--- config.mk ---
export PLATFORM = sky130hd
export DESIGN_NAME = rf_access_sequencer
export DESIGN_NICKNAME = d
export VERILOG_FILES = /design/src/rtl/rf_access_sequencer.sv
export SDC_FILE = /design/constraint.sdc
export NUM_CORES = 1
export LEC_CHECK = 0
export CAP_MARGIN = 30
export CORE_UTILIZATION = 65
export DETAILED_ROUTE_END_ITERATION = 10
export DONT_BUFFER_PORTS = 1
export GPL_ROUTABILITY_DRIVEN = 0
export PLACE_DENSITY = 0.81
export SETUP_SLACK_MARGIN = 0.02
export SLEW_MARGIN = 20
export SYNTH_ARGS = -nofsm -noshare
export SYNTH_HDL_FRONTEND = slang
export SYNTH_SLANG_ARGS = --single-unit
--- constraint.sdc ---
create_clock -name CLK -period 4.3 [get_ports CLK]
set_input_delay 0.43 -clock CLK [delete_from_list [all_inputs] [get_ports CLK]]
set_output_delay 0.43 -clock CLK [all_outputs]
set_load 0.01 [all_outputs]
--- src/rtl/rf_access_sequencer.sv ---
// rf_access_sequencer
//   Initiator-side controller for a dual-read register file. Accepts READ,
//   WRITE, READ_WRITE and CLEAR requests on a valid/ready channel, drives the
//   register file strobes, addresses and write data, and returns captured read
//   data on a valid/ready response channel.
//
// Ports
//   CLK, RST                      clock, synchronous active-low reset
//   REQ_VALID/REQ_READY           request handshake (ready only in idle)
//   REQ_OP                        00 read, 01 write, 10 read-then-write, 11 clear
//   REQ_ADDR_R1/R2, REQ_ADDR_W    request addresses
//   REQ_DATA_W                    request write data
//   RSP_VALID/RSP_READY           response handshake
//   RSP_DATA_R1/R2                captured read data
//   RF_READ, RF_WRITE             register-file strobes (never both high)
//   RF_ADDR_R1/R2, RF_ADDR_W      register-file addresses
//   RF_DATA_W                     register-file write data (0 outside a write op)
//   RF_DATA_R1/R2                 register-file read data (valid while RF_READ)
module rf_access_sequencer #(
  parameter int unsigned DATA_WIDTH = 32,
  parameter int unsigned ADDR_WIDTH = 5
) (
  input  logic                  CLK,
  input  logic                  RST,
  input  logic                  REQ_VALID,
  output logic                  REQ_READY,
  input  logic [1:0]            REQ_OP,
  input  logic [ADDR_WIDTH-1:0] REQ_ADDR_R1,
  input  logic [ADDR_WIDTH-1:0] REQ_ADDR_R2,
  input  logic [ADDR_WIDTH-1:0] REQ_ADDR_W,
  input  logic [DATA_WIDTH-1:0] REQ_DATA_W,
  output logic                  RSP_VALID,
  input  logic                  RSP_READY,
  output logic [DATA_WIDTH-1:0] RSP_DATA_R1,
  output logic [DATA_WIDTH-1:0] RSP_DATA_R2,
  output logic                  RF_READ,
  output logic                  RF_WRITE,
  output logic [ADDR_WIDTH-1:0] RF_ADDR_R1,
  output logic [ADDR_WIDTH-1:0] RF_ADDR_R2,
  output logic [ADDR_WIDTH-1:0] RF_ADDR_W,
  output logic [DATA_WIDTH-1:0] RF_DATA_W,
  input  logic [DATA_WIDTH-1:0] RF_DATA_R1,
  input  logic [DATA_WIDTH-1:0] RF_DATA_R2
);

  localparam logic [1:0] OpRead      = 2'b00;
  localparam logic [1:0] OpWrite     = 2'b01;
  localparam logic [1:0] OpReadWrite = 2'b10;
  localparam logic [1:0] OpClear     = 2'b11;

  typedef enum logic [2:0] {StIdle, StRead, StWrite, StClear, StResp} state_e;

  state_e                state_q, state_d;
  logic [1:0]            op_q, op_d;
  logic [ADDR_WIDTH-1:0] addr_w_q, addr_w_d;
  logic [DATA_WIDTH-1:0] data_w_q, data_w_d;
  logic [ADDR_WIDTH-1:0] cnt_q, cnt_d;
  logic [DATA_WIDTH-1:0] rsp_data_r1_q, rsp_data_r1_d;
  logic [DATA_WIDTH-1:0] rsp_data_r2_q, rsp_data_r2_d;
  logic [ADDR_WIDTH-1:0] rf_addr_r1_q, rf_addr_r1_d;
  logic [ADDR_WIDTH-1:0] rf_addr_r2_q, rf_addr_r2_d;
  logic [ADDR_WIDTH-1:0] rf_addr_w_q, rf_addr_w_d;
  logic [DATA_WIDTH-1:0] rf_data_w_q, rf_data_w_d;

  always_comb begin
    state_d       = state_q;
    op_d          = op_q;
    addr_w_d      = addr_w_q;
    data_w_d      = data_w_q;
    cnt_d         = cnt_q;
    rsp_data_r1_d = rsp_data_r1_q;
    rsp_data_r2_d = rsp_data_r2_q;
    rf_addr_r1_d  = rf_addr_r1_q;
    rf_addr_r2_d  = rf_addr_r2_q;
    rf_addr_w_d   = rf_addr_w_q;
    // Write data is only non-zero while in the write state.
    rf_data_w_d   = '0;

    case (state_q)
      StIdle: begin
        if (REQ_VALID) begin
          op_d     = REQ_OP;
          addr_w_d = REQ_ADDR_W;
          data_w_d = REQ_DATA_W;
          case (REQ_OP)
            OpRead, OpReadWrite: begin
              state_d      = StRead;
              rf_addr_r1_d = REQ_ADDR_R1;
              rf_addr_r2_d = REQ_ADDR_R2;
            end
            OpWrite: begin
              state_d     = StWrite;
              rf_addr_w_d = REQ_ADDR_W;
              rf_data_w_d = REQ_DATA_W;
            end
            OpClear: begin
              state_d     = StClear;
              cnt_d       = '0;
              rf_addr_w_d = '0;
            end
            default: state_d = StIdle;
          endcase
        end
      end
      StRead: begin
        rsp_data_r1_d = RF_DATA_R1;
        rsp_data_r2_d = RF_DATA_R2;
        if (op_q == OpReadWrite) begin
          state_d     = StWrite;
          rf_addr_w_d = addr_w_q;
          rf_data_w_d = data_w_q;
        end else begin
          state_d = StResp;
        end
      end
      StWrite: state_d = StResp;
      StClear: begin
        cnt_d = cnt_q + ADDR_WIDTH'(1);
        if (cnt_q == '1) begin
          // Last register written; leave the address parked on it.
          state_d = StResp;
        end else begin
          rf_addr_w_d = cnt_q + ADDR_WIDTH'(1);
        end
      end
      StResp: begin
        if (RSP_READY) state_d = StIdle;
      end
      default: state_d = StIdle;
    endcase
  end

  always_ff @(posedge CLK) begin
    if (!RST) begin
      state_q       <= StIdle;
      op_q          <= OpRead;
      addr_w_q      <= '0;
      data_w_q      <= '0;
      cnt_q         <= '0;
      rsp_data_r1_q <= '0;
      rsp_data_r2_q <= '0;
      rf_addr_r1_q  <= '0;
      rf_addr_r2_q  <= '0;
      rf_addr_w_q   <= '0;
      rf_data_w_q   <= '0;
    end else begin
      state_q       <= state_d;
      op_q          <= op_d;
      addr_w_q      <= addr_w_d;
      data_w_q      <= data_w_d;
      cnt_q         <= cnt_d;
      rsp_data_r1_q <= rsp_data_r1_d;
      rsp_data_r2_q <= rsp_data_r2_d;
      rf_addr_r1_q  <= rf_addr_r1_d;
      rf_addr_r2_q  <= rf_addr_r2_d;
      rf_addr_w_q   <= rf_addr_w_d;
      rf_data_w_q   <= rf_data_w_d;
    end
  end

  // Strobes decode from the single state register, so they cannot overlap.
  assign REQ_READY   = (state_q == StIdle);
  assign RSP_VALID   = (state_q == StResp);
  assign RF_READ     = (state_q == StRead);
  assign RF_WRITE    = (state_q == StWrite) || (state_q == StClear);
  assign RSP_DATA_R1 = rsp_data_r1_q;
  assign RSP_DATA_R2 = rsp_data_r2_q;
  assign RF_ADDR_R1  = rf_addr_r1_q;
  assign RF_ADDR_R2  = rf_addr_r2_q;
  assign RF_ADDR_W   = rf_addr_w_q;
  assign RF_DATA_W   = rf_data_w_q;

endmodule

* Yosys cells after proc, flatten, opt, wreduce, memory -nomap -nowiden
Index checks and enable logic that the tools add are counted.
W data, S select, Z words.
** Word-level totals
- Output and inout port bits :: 115
- Register bits :: 158
** Cells by class
- Equality and inequality tests :: 16
- Multiplexer cells :: 18
- Reduce and logical (&&, ||, !) cells :: 11
- Add/subtract/negate cells :: 1
** Operator list (count)
- $mux W32 :: 3
- $pmux W32 S2 :: 1
- $mux W5 :: 5
- $pmux W5 S2 :: 2
- $pmux W3 S5 :: 1
- $pmux W5 S3 :: 1
- $mux W3 :: 4
- $pmux W3 S3 :: 1
- $reduce_and A3 Y1 :: 3
- $eq A2 B2 Y1 const B :: 3
- $eq A3 B2 Y1 const B :: 2
- $ne A2 B1 Y1 const B :: 3
- $ne A2 B2 Y1 const B :: 3
- $add A5 B1 Y5 const B :: 1
- $eq A5 B5 Y1 const B :: 1
- $reduce_and A5 Y1 :: 1
- $eq A3 B1 Y1 const B :: 1
- $eq A3 B3 Y1 const B :: 1
- $logic_not A3 Y1 :: 1
- $ne A3 B1 Y1 const B :: 1
- $reduce_bool A3 Y1 :: 1
- $eq A2 B1 Y1 const B :: 1
- $logic_not A2 Y1 :: 1
- $reduce_and A2 Y1 :: 1
- other kinds (3) :: 3

* Depth between registers and ports, before layout
Gate-level depths: netlist of run 1.
- Word-level depth :: 5
- Gate-level depth with buffers :: 7
- Depth with buffers taken out :: 7

* Least setup slack after synthesis of run 1
No wires, ideal clock.
- Kind :: register -> register
- Start :: register cnt_q[0]
- End :: register rf_addr_w_q[2], in the netlist RF_ADDR_W[2]
- Buffers on the path :: 0
- Stages on the path, launching flop included :: 8
- Library setup time :: 133 ps
- Slack :: 2328 ps
- Data arrival time :: 1838 ps
- Cell sequence :: dfxtp_1 -> ha_1 -> and3_1 -> ha_1 -> nand2b_1 -> a211oi_1 -> and2_1 -> a311oi_1
** Between the ends
- Cells in the longest elaborated chain, start to end :: 3
- Elaborated cells between the ends (all ways) :: 6
** Ends and longest elaborated chain
- from (decl) :: RTL line 57 : logic [ADDR_WIDTH-1:0] cnt_q, cnt_d;
- from (signal assigned) :: RTL line 151 : cnt_q <= cnt_d;
- $add A5 B1 Y5 / $eq A5 B5 Y1 (equally long branches) :: RTL line 123, 119
- $mux W5 / $ne A2 B2 Y1 (equally long branches)
- $pmux W5 S3 / $reduce_and A5 Y1 (equally long branches)
- to (signal assigned) :: RTL line 156 : rf_addr_w_q <= rf_addr_w_d;
- to (decl) :: RTL line 62 : logic [ADDR_WIDTH-1:0] rf_addr_w_q, rf_addr_w_d;
Several ways; a longest one is shown, not always the timed one. The select of a mux whose other input is x is not followed.
A chain may end at the register's enable or synchronous reset.

* Worst setup path in the final report of run 1
- Start :: register state_q[0]
- End :: output port RF_READ
** Between the ends
- Cells in the longest elaborated chain, start to end :: 1
** Ends and longest elaborated chain
- from (decl) :: RTL line 53 : state_e state_q, state_d;
- from (signal assigned) :: RTL line 135 : state_q <= StIdle;
- from (signal assigned) :: RTL line 147 : state_q <= state_d;
- $eq A3 B1 Y1 :: RTL line 164 : assign RF_READ = (state_q == StRead);
- to (decl) :: RTL line 36 : output logic RF_READ,
Every way passes these cells.

==> impl_results.rst, run 1 <==
.. list-table::
   :header-rows: 1

   * - Metric
     - Value
   * - Final worst-path setup slack
     - 1150 ps
   * - Post-layout min period
     - 3150 ps
   * - Worst Tran Pin Value
     - 902 ps
   * - Placed wire-length estimate
     - 8860 microns
   * - Cell count after placement
     - 755
   * - Detailed-route vias per instance
     - 5.93
   * - Class of the most critical setup path
     - reg -> out
   * - Peak fanout along the critical path
     - 66
   * - Data arrival, critical path
     - 2720 ps
   * - Worst Path Required
     - 3870 ps
   * - CTS hold repair buffers
     - 0
   * - H-tree levels
     - 4
   * - Worst rel slew slack
     - 0.398
   * - # Post-CTS Setup Buffers
     - 0
   * - Library cell used as clock root buffer
     - clkbuf_8
   * - Synth Warn #
     - 0
   * - Die boundary width
     - 95.8 microns
   * - Post-synthesis register bit count
     - 158
   * - Leak pwr
     - 2.23 nW
   * - Die span in y
     - 95.8 microns
   * - Via count
     - 4674
   * - Max stage delay cell, worst path
     - inv_2
   * - Nets in the synthesized netlist
     - 815
   * - Number of synthesized flops with an enable pin
     - 0
   * - Pre-CTS WS
     - 1510 ps
   * - Effective utilization at floorplan
     - 0.682
   * - Clock tree from TritonCTS
     - done
   * - Cell chain of the critical path
     - or3b_2, buf_4, inv_2
   * - Area grow syn2layout
     - 9.91%
   * - Number of standard-cell rows in the floorplan
     - 33
   * - Worst min-delay path class
     - in -> reg
   * - Share of synthesized area occupied by flip-flops and latches
     - 0.553
   * - CTS buffer count
     - 17
   * - Insertion delay to the later sink of the worst-skew pair
     - 520 ps
   * - Clock skew after layout
     - 9.81 ps
   * - Detail-routed net length per standard cell
     - 17.0 microns
   * - Leading cell type in the layout, fill and taps excluded
     - nand2_1
   * - Final count of hold timing violations
     - 0
   * - Total Wirelength
     - 13400 microns
   * - Commonest cells after routing, fill and taps aside
     - 223 x nand2_1, 158 x dfxtp_1, 124 x a21oi_1, 35 x nor2_1, 35 x a22oi_1
   * - Worst supply voltage drop on vdd
     - 0.367 mV
   * - NumNets Final
     - 789
   * - Vias in the first global route
     - 4130
   * - Final instance area
     - 0.00628 sq mm
   * - Count of final max-slew check failures
     - 0
   * - Element type at the critical path start
     - flop
   * - Largest net degree at the start of global routing
     - 71
   * - Top-level I/O count
     - 232
   * - Power Density
     - 732 mW/mm^2
   * - Proportion of register bits with asynchronous set or reset after synthesis
     - 0
   * - Synth Cell Area
     - 0.00572 sq mm
   * - Count of instances resized after the clock tree is built
     - 0
   * - Final Instance Count excl. Fillers
     - 788
   * - Instance count of the mapped netlist
     - 696
   * - Slowest cell delay on critical path
     - 750 ps
   * - Max Clock Freq
     - 318 MHz
   * - Number of antenna violations at the first check in global routing
     - 0
   * - Final period util
     - 0.731
   * - Sink Count
     - 158
   * - Number of search-and-repair iterations in the first detailed-routing pass
     - 5
   * - Setup repair after global routing missed its margin
     - false
   * - Number of input and output port buffers inserted
     - 0
   * - Core Box Area
     - 0.00838 sq mm
   * - Final global-route overflow total
     - 0
   * - Number of remaining DRC errors
     - 0
   * - Antenna viol nets, final
     - 0
   * - DRC marker count from the first detailed-route iteration
     - 258
   * - Antenna Cells
     - 0
   * - Buffering stage count on the worst path with inverters included
     - 2
   * - Final core occ
     - 0.750
   * - Fraction of final layout cells sized beyond drive strength 1
     - 0.0703
   * - Top delay family on crit path
     - buffers and inverters
   * - Clock tree buffer depth
     - 2
   * - Number of setup violations in the final report
     - 0
   * - GR Util All Layers
     - 0.280
   * - Area of the die
     - 0.00918 sq mm
   * - CP endpoint kind
     - primary output
   * - Total of max-cap violations
     - 0
   * - Post-synthesis cell type count
     - 42
   * - Count of fill cells added during filler insertion
     - 639
   * - Total placed instance area
     - 0.00569 sq mm
   * - First-pass GRT wire length
     - 19700 microns
   * - Mean post-synth cell area
     - 8.22 sq um
   * - Clock transition at the register clock pins on the worst setup and hold paths after CTS
     - 70 ps
   * - Main flop type after synthesis
     - dfxtp_1
   * - Summed negative setup slack over all endpoints
     - 0 ps
   * - Run status
     - finished, final reports clean
==> where the power goes <==
part           leakage (nW)  internal, W  total [W]  switching, W
Sequential             1.29      0.00175    0.00206      0.000312
Clock                 0.283     0.000806    0.00144      0.000636
Combinational         0.657     0.000349    0.00110      0.000748
==> state kept, by name (all words and copies together) (netlist names) <==
signal and count:
cnt_q 5, RF_DATA_W 32, op_q 2, RF_ADDR_W 5
state_q 3, RSP_DATA_R1 32, RF_ADDR_R2 5, RSP_DATA_R2 32
addr_w_q 5, data_w_q 32, RF_ADDR_R1 5
==> path summary, 6_finish.rpt <==
check | start | endpoint | slack [ps] | cells past startpoint
setup / recovery | state_q[0]$_SDFFE_PN0P_ | RF_READ | 1150 | 3
hold / removal | RF_DATA_R2[10] | RSP_DATA_R2[10]$_SDFFE_PN0N_ | 30 | 2
setup reg to reg | state_q[0]$_SDFFE_PN0P_ | RF_ADDR_W[3]$_SDFFE_PN0P_ | 1480 | 5
hold reg to reg | data_w_q[29]$_SDFFE_PN0P_ | data_w_q[29]$_SDFFE_PN0P_ | 460 | 2
==> Yosys cell counts, types with 2 or more instances <==
master | number | share of area
a211oi_1 | 3 | 0.0039
a21oi_1 | 124 | 0.11
a221oi_1 | 2 | 0.0031
a22oi_1 | 35 | 0.046
a311oi_1 | 3 | 0.0046
a31oi_1 | 3 | 0.0033
buf_1 | 3 | 0.0020
buf_2 | 13 | 0.011
buf_4 | 6 | 0.0079
clkbuf_1 | 31 | 0.020
dfxtp_1 | 158 | 0.55
ha_1 | 2 | 0.0044
inv_1 | 4 | 0.0026
nand2_1 | 223 | 0.15
nand2b_1 | 4 | 0.0044
nand3_1 | 2 | 0.0018
nand3b_1 | 3 | 0.0039
nor2_1 | 35 | 0.023
nor2b_1 | 2 | 0.0022
nor3_1 | 2 | 0.0018
nor3b_1 | 2 | 0.0026
o21ai_0 | 15 | 0.013
or3_1 | 2 | 0.0022
==> logic make-up (layout without fill, tap and decap cells) <==
| family | Yosys count | count (layout) | synth area share |
|---|---|---|---|
| simple gates | 284 | 284 | 0.203 |
| fa+ha+maj | 2 | 2 | 0.00438 |
| compound gates | 191 | 191 | 0.191 |
| flops | 158 | 158 | 0.553 |
| buf+inv | 59 | 46 | 0.0455 |
| xor+xnor | 2 | 2 | 0.00306 |
==> layout make-up <==
class	instances	area (sq um)	area share
Clock inverter	14	146	0.0233
Timing Repair Buffer	8	92.6	0.0147
Multi-Input combinational cell	479	2300	0.366
Clock buffer	18	428	0.0681
Tap cell	105	131	0.0209
Inverter	6	23.8	0.00378
Sequential cell	158	3160	0.503
==> layer usage <==
metal  vias to the layer above  global-route usage  wire [microns]
li1                       2277                   -               -
met1                      2156               0.320            5100
met2                       215               0.468            6700
met3                        26               0.113            1330
met4                         0               0.111             256
met5                         -                   0               0
==> through the flow <==
stage / hold slack (ps) / total power, W
after global routing: 16.9 / 0.00485
after detailed placement: 448 / 0.00318
after CTS: 24.5 / 0.00461
after global placement: 441 / 0.00309
after floorplan: 436 / 0.00293
final: 32.0 / 0.00460
No activity file was read; power rests on OpenSTA's default activity.
==> run 2, diff against run 1 <==
CORE_UTILIZATION = 56   (was 65)
PLACE_DENSITY = 0.74   (was 0.81)
clock period = 2.8 ns   (was 4.3 ns; I/O delays follow)
==> impl_results.rst, run 2 (synthesis gave the netlist of run 1 again) <==
.. list-table::
   :header-rows: 1

   * - Metric
     - Value
   * - Logic gate share of total power
     - 0.254 (was 0.238)
   * - Final count of hold timing violations
     - 0 (unchanged)
   * - Leading cell type in the layout, fill and taps excluded
     - nand2_1 (unchanged)
   * - Clock skew after layout
     - 7.31 ps (was 9.81 ps)
   * - Number of remaining DRC errors
     - 0 (unchanged)
   * - Worst rel slew slack
     - 0.490 (was 0.398)
   * - Number of antenna violations at the first check in global routing
     - 0 (unchanged)
   * - Cell chain of the critical path
     - or4b_2, buf_4, nor2_8, nand2_1, dlygate4sd3_1, a21oi_1 (was or3b_2, buf_4, inv_2)
   * - Part of the power in the clock network
     - 0.322 (was 0.313)
   * - Max Clock Freq
     - 374 MHz
   * - CTS buffer count
     - 17 (unchanged)
   * - Worst min-delay path class
     - in -> reg (unchanged)
   * - # Post-CTS Setup Buffers
     - 0 (unchanged)
   * - Count of fill cells added during filler insertion
     - 632 (was 639)
   * - Slowest cell delay on critical path
     - 750 ps (about the same)
   * - Total Wirelength
     - 16500 microns (was 13400 microns)
   * - Via count
     - 5345 (was 4674)
   * - Final period util
     - 0.954
   * - Effective utilization at floorplan
     - 0.582 (was 0.682)
   * - NetSw
     - 0.00264 W (was 0.00170 W)
   * - CTS hold repair buffers
     - 116 (was 0)
   * - Max stage delay cell, worst path
     - or4b_2 (was inv_2)
   * - Proportion of power drawn by flip-flops and latches
     - 0.424 (was 0.448)
   * - Final Instance Count excl. Fillers
     - 935 (was 788)
   * - Class of the most critical setup path
     - reg -> reg (was reg -> out)
   * - Peak fanout along the critical path
     - 50 (was 66)
   * - Worst supply voltage drop on vdd
     - 0.531 mV (was 0.367 mV)
   * - Post-layout min period
     - 2670 ps
   * - Largest net degree at the start of global routing
     - 65 (was 71)
   * - Core Box Area
     - 0.00982 sq mm (was 0.00838 sq mm)
   * - Fraction of final layout cells sized beyond drive strength 1
     - 0.0586 (was 0.0703)
   * - Antenna Cells
     - 0 (unchanged)
   * - First-pass GRT wire length
     - 24000 microns (was 19700 microns)
   * - Detail-routed net length per standard cell
     - 17.6 microns (was 17.0 microns)
   * - Number of search-and-repair iterations in the first detailed-routing pass
     - 5 (unchanged)
   * - NumNets Final
     - 909 (was 789)
   * - Placed wire-length estimate
     - 9110 microns (was 8860 microns)
   * - Antenna viol nets, final
     - 0 (unchanged)
   * - Die span in y
     - 103 microns (was 95.8 microns)
   * - CP endpoint kind
     - flop (was primary output)
   * - Clock tree buffer depth
     - 2 (unchanged)
   * - Library cell used as clock root buffer
     - clkbuf_8 (unchanged)
   * - Clock transition at the register clock pins on the worst setup and hold paths after CTS
     - 70 ps (about the same)
   * - Count of instances resized after the clock tree is built
     - 0 (unchanged)
   * - Cell count after placement
     - 787 (was 755)
   * - Top-level I/O count
     - 232 (unchanged)
   * - DRC marker count from the first detailed-route iteration
     - 323 (was 258)
   * - Switching share of power
     - 0.351 (was 0.368)
   * - Detailed-route vias per instance
     - 5.72 (was 5.93)
   * - Commonest cells after routing, fill and taps aside
     - 223 x nand2_1, 158 x dfxtp_1, 124 x a21oi_1, 117 x dlygate4sd3_1 (was 223 x nand2_1, 158 x dfxtp_1, 124 x a21oi_1, 35 x nor2_1, 35 x a22oi_1)
   * - Leak pwr
     - 2.72 nW (was 2.23 nW)
   * - Worst Tran Pin Value
     - 763 ps (was 902 ps)
   * - Area of the die
     - 0.0106 sq mm (was 0.00918 sq mm)
   * - Data arrival, critical path
     - 3110 ps (was 2720 ps)
   * - Sink Count
     - 158 (unchanged)
   * - Final instance area
     - 0.00754 sq mm (was 0.00628 sq mm)
   * - Summed negative setup slack over all endpoints
     - 0 ps (unchanged)
   * - Internal Dissipation
     - 0.00489 W (was 0.00291 W)
   * - Final global-route overflow total
     - 0 (unchanged)
   * - Run status
     - finished, final reports clean (unchanged)
   * - Setup repair after global routing missed its margin
     - false (unchanged)
   * - Number of standard-cell rows in the floorplan
     - 36 (was 33)
   * - Worst Path Required
     - 3240 ps (was 3870 ps)
   * - Number of setup violations in the final report
     - 0 (unchanged)
   * - Element type at the critical path start
     - flop (unchanged)
   * - H-tree levels
     - 4 (unchanged)
   * - Insertion delay to the later sink of the worst-skew pair
     - 520 ps (about the same)
   * - Power Density
     - 999 mW/mm^2 (was 732 mW/mm^2)
   * - Number of input and output port buffers inserted
     - 0 (unchanged)
   * - GR Util All Layers
     - 0.297 (was 0.280)
   * - Total placed instance area
     - 0.00575 sq mm (was 0.00569 sq mm)
   * - Clock tree from TritonCTS
     - done (unchanged)
   * - Total of max-cap violations
     - 0 (unchanged)
   * - Area grow syn2layout
     - 31.8% (was 9.91%)
   * - Die boundary width
     - 103 microns (was 95.8 microns)
   * - Buffering stage count on the worst path with inverters included
     - 2 (unchanged)
   * - Count of final max-slew check failures
     - 0 (unchanged)
   * - Vias in the first global route
     - 5074 (was 4130)
   * - Top delay family on crit path
     - simple AND/OR/NAND/NOR gates (was buffers and inverters)
==> run 2: worst register-to-register path, stage by stage (launching register included) <==
cell           delay [ps]
dfxtp_1               460
or4b_2                750
buf_4                 340
nor2_8                230
nand2_1                90
dlygate4sd3_1         570
a21oi_1               150
==> run 2: cell type report <==
cell class,count,area (sq um),area share
multi-input cells,479,2300,0.305
flip-flops and latches,158,3160,0.420
repair buffers,128,1270,0.168
inverters,6,23.8,0.00315
clock inverters,11,191,0.0254
clock buffers,20,425,0.0565
well taps,133,166,0.0221
==> run 2: path summary, 6_finish.rpt <==
kind / from / end / slack (ps) / cells past startpoint
setup / recovery: state_q[1]$_SDFFE_PN0P_ / RF_ADDR_R1[1]$_SDFFE_PN0P_ / 130 / 6
hold / removal: RSP_READY / state_q[2]$_SDFFE_PN0P_ / 30 / 2
setup reg to reg: state_q[1]$_SDFFE_PN0P_ / RF_ADDR_R1[1]$_SDFFE_PN0P_ / 130 / 6
hold reg to reg: data_w_q[19]$_SDFFE_PN0P_ / data_w_q[19]$_SDFFE_PN0P_ / 450 / 2
==> run 2: power by group through the flow <==
| stage | registers, W | logic (W) | clock network (W) |
|---|---|---|---|
| 2_1_floorplan | 0.00306 | 0.00143 | 0 |
| 3_3_place_gp | 0.00320 | 0.00164 | 0 |
| 3_5_place_dp | 0.00322 | 0.00170 | 0 |
| 4_1_cts | 0.00318 | 0.00185 | 0.00244 |
| 5_1_grt | 0.00324 | 0.00211 | 0.00253 |
| 6_report | 0.00319 | 0.00192 | 0.00242 |
==> run 2: per-layer routing <==
metal | track usage | up-vias | share of wire
met5 | 0 | - | 0
met4 | 0.156 | 0 | 0.030
met3 | 0.104 | 50 | 0.096
met2 | 0.501 | 288 | 0.51
met1 | 0.330 | 2492 | 0.37
li1 | - | 2515 | -
==> run 2: metrics by stage <==
step,worst slack [ps],power [W],hold slack [ps],util
6_report,128,0.00753,27.0,0.767
5_1_grt,30.9,0.00788,19.1,0.767
4_1_cts,148,0.00746,8.07,0.766
3_5_place_dp,572,0.00492,422,0.585
3_3_place_gp,659,0.00484,417,0.585
2_1_floorplan,828,0.00449,416,-
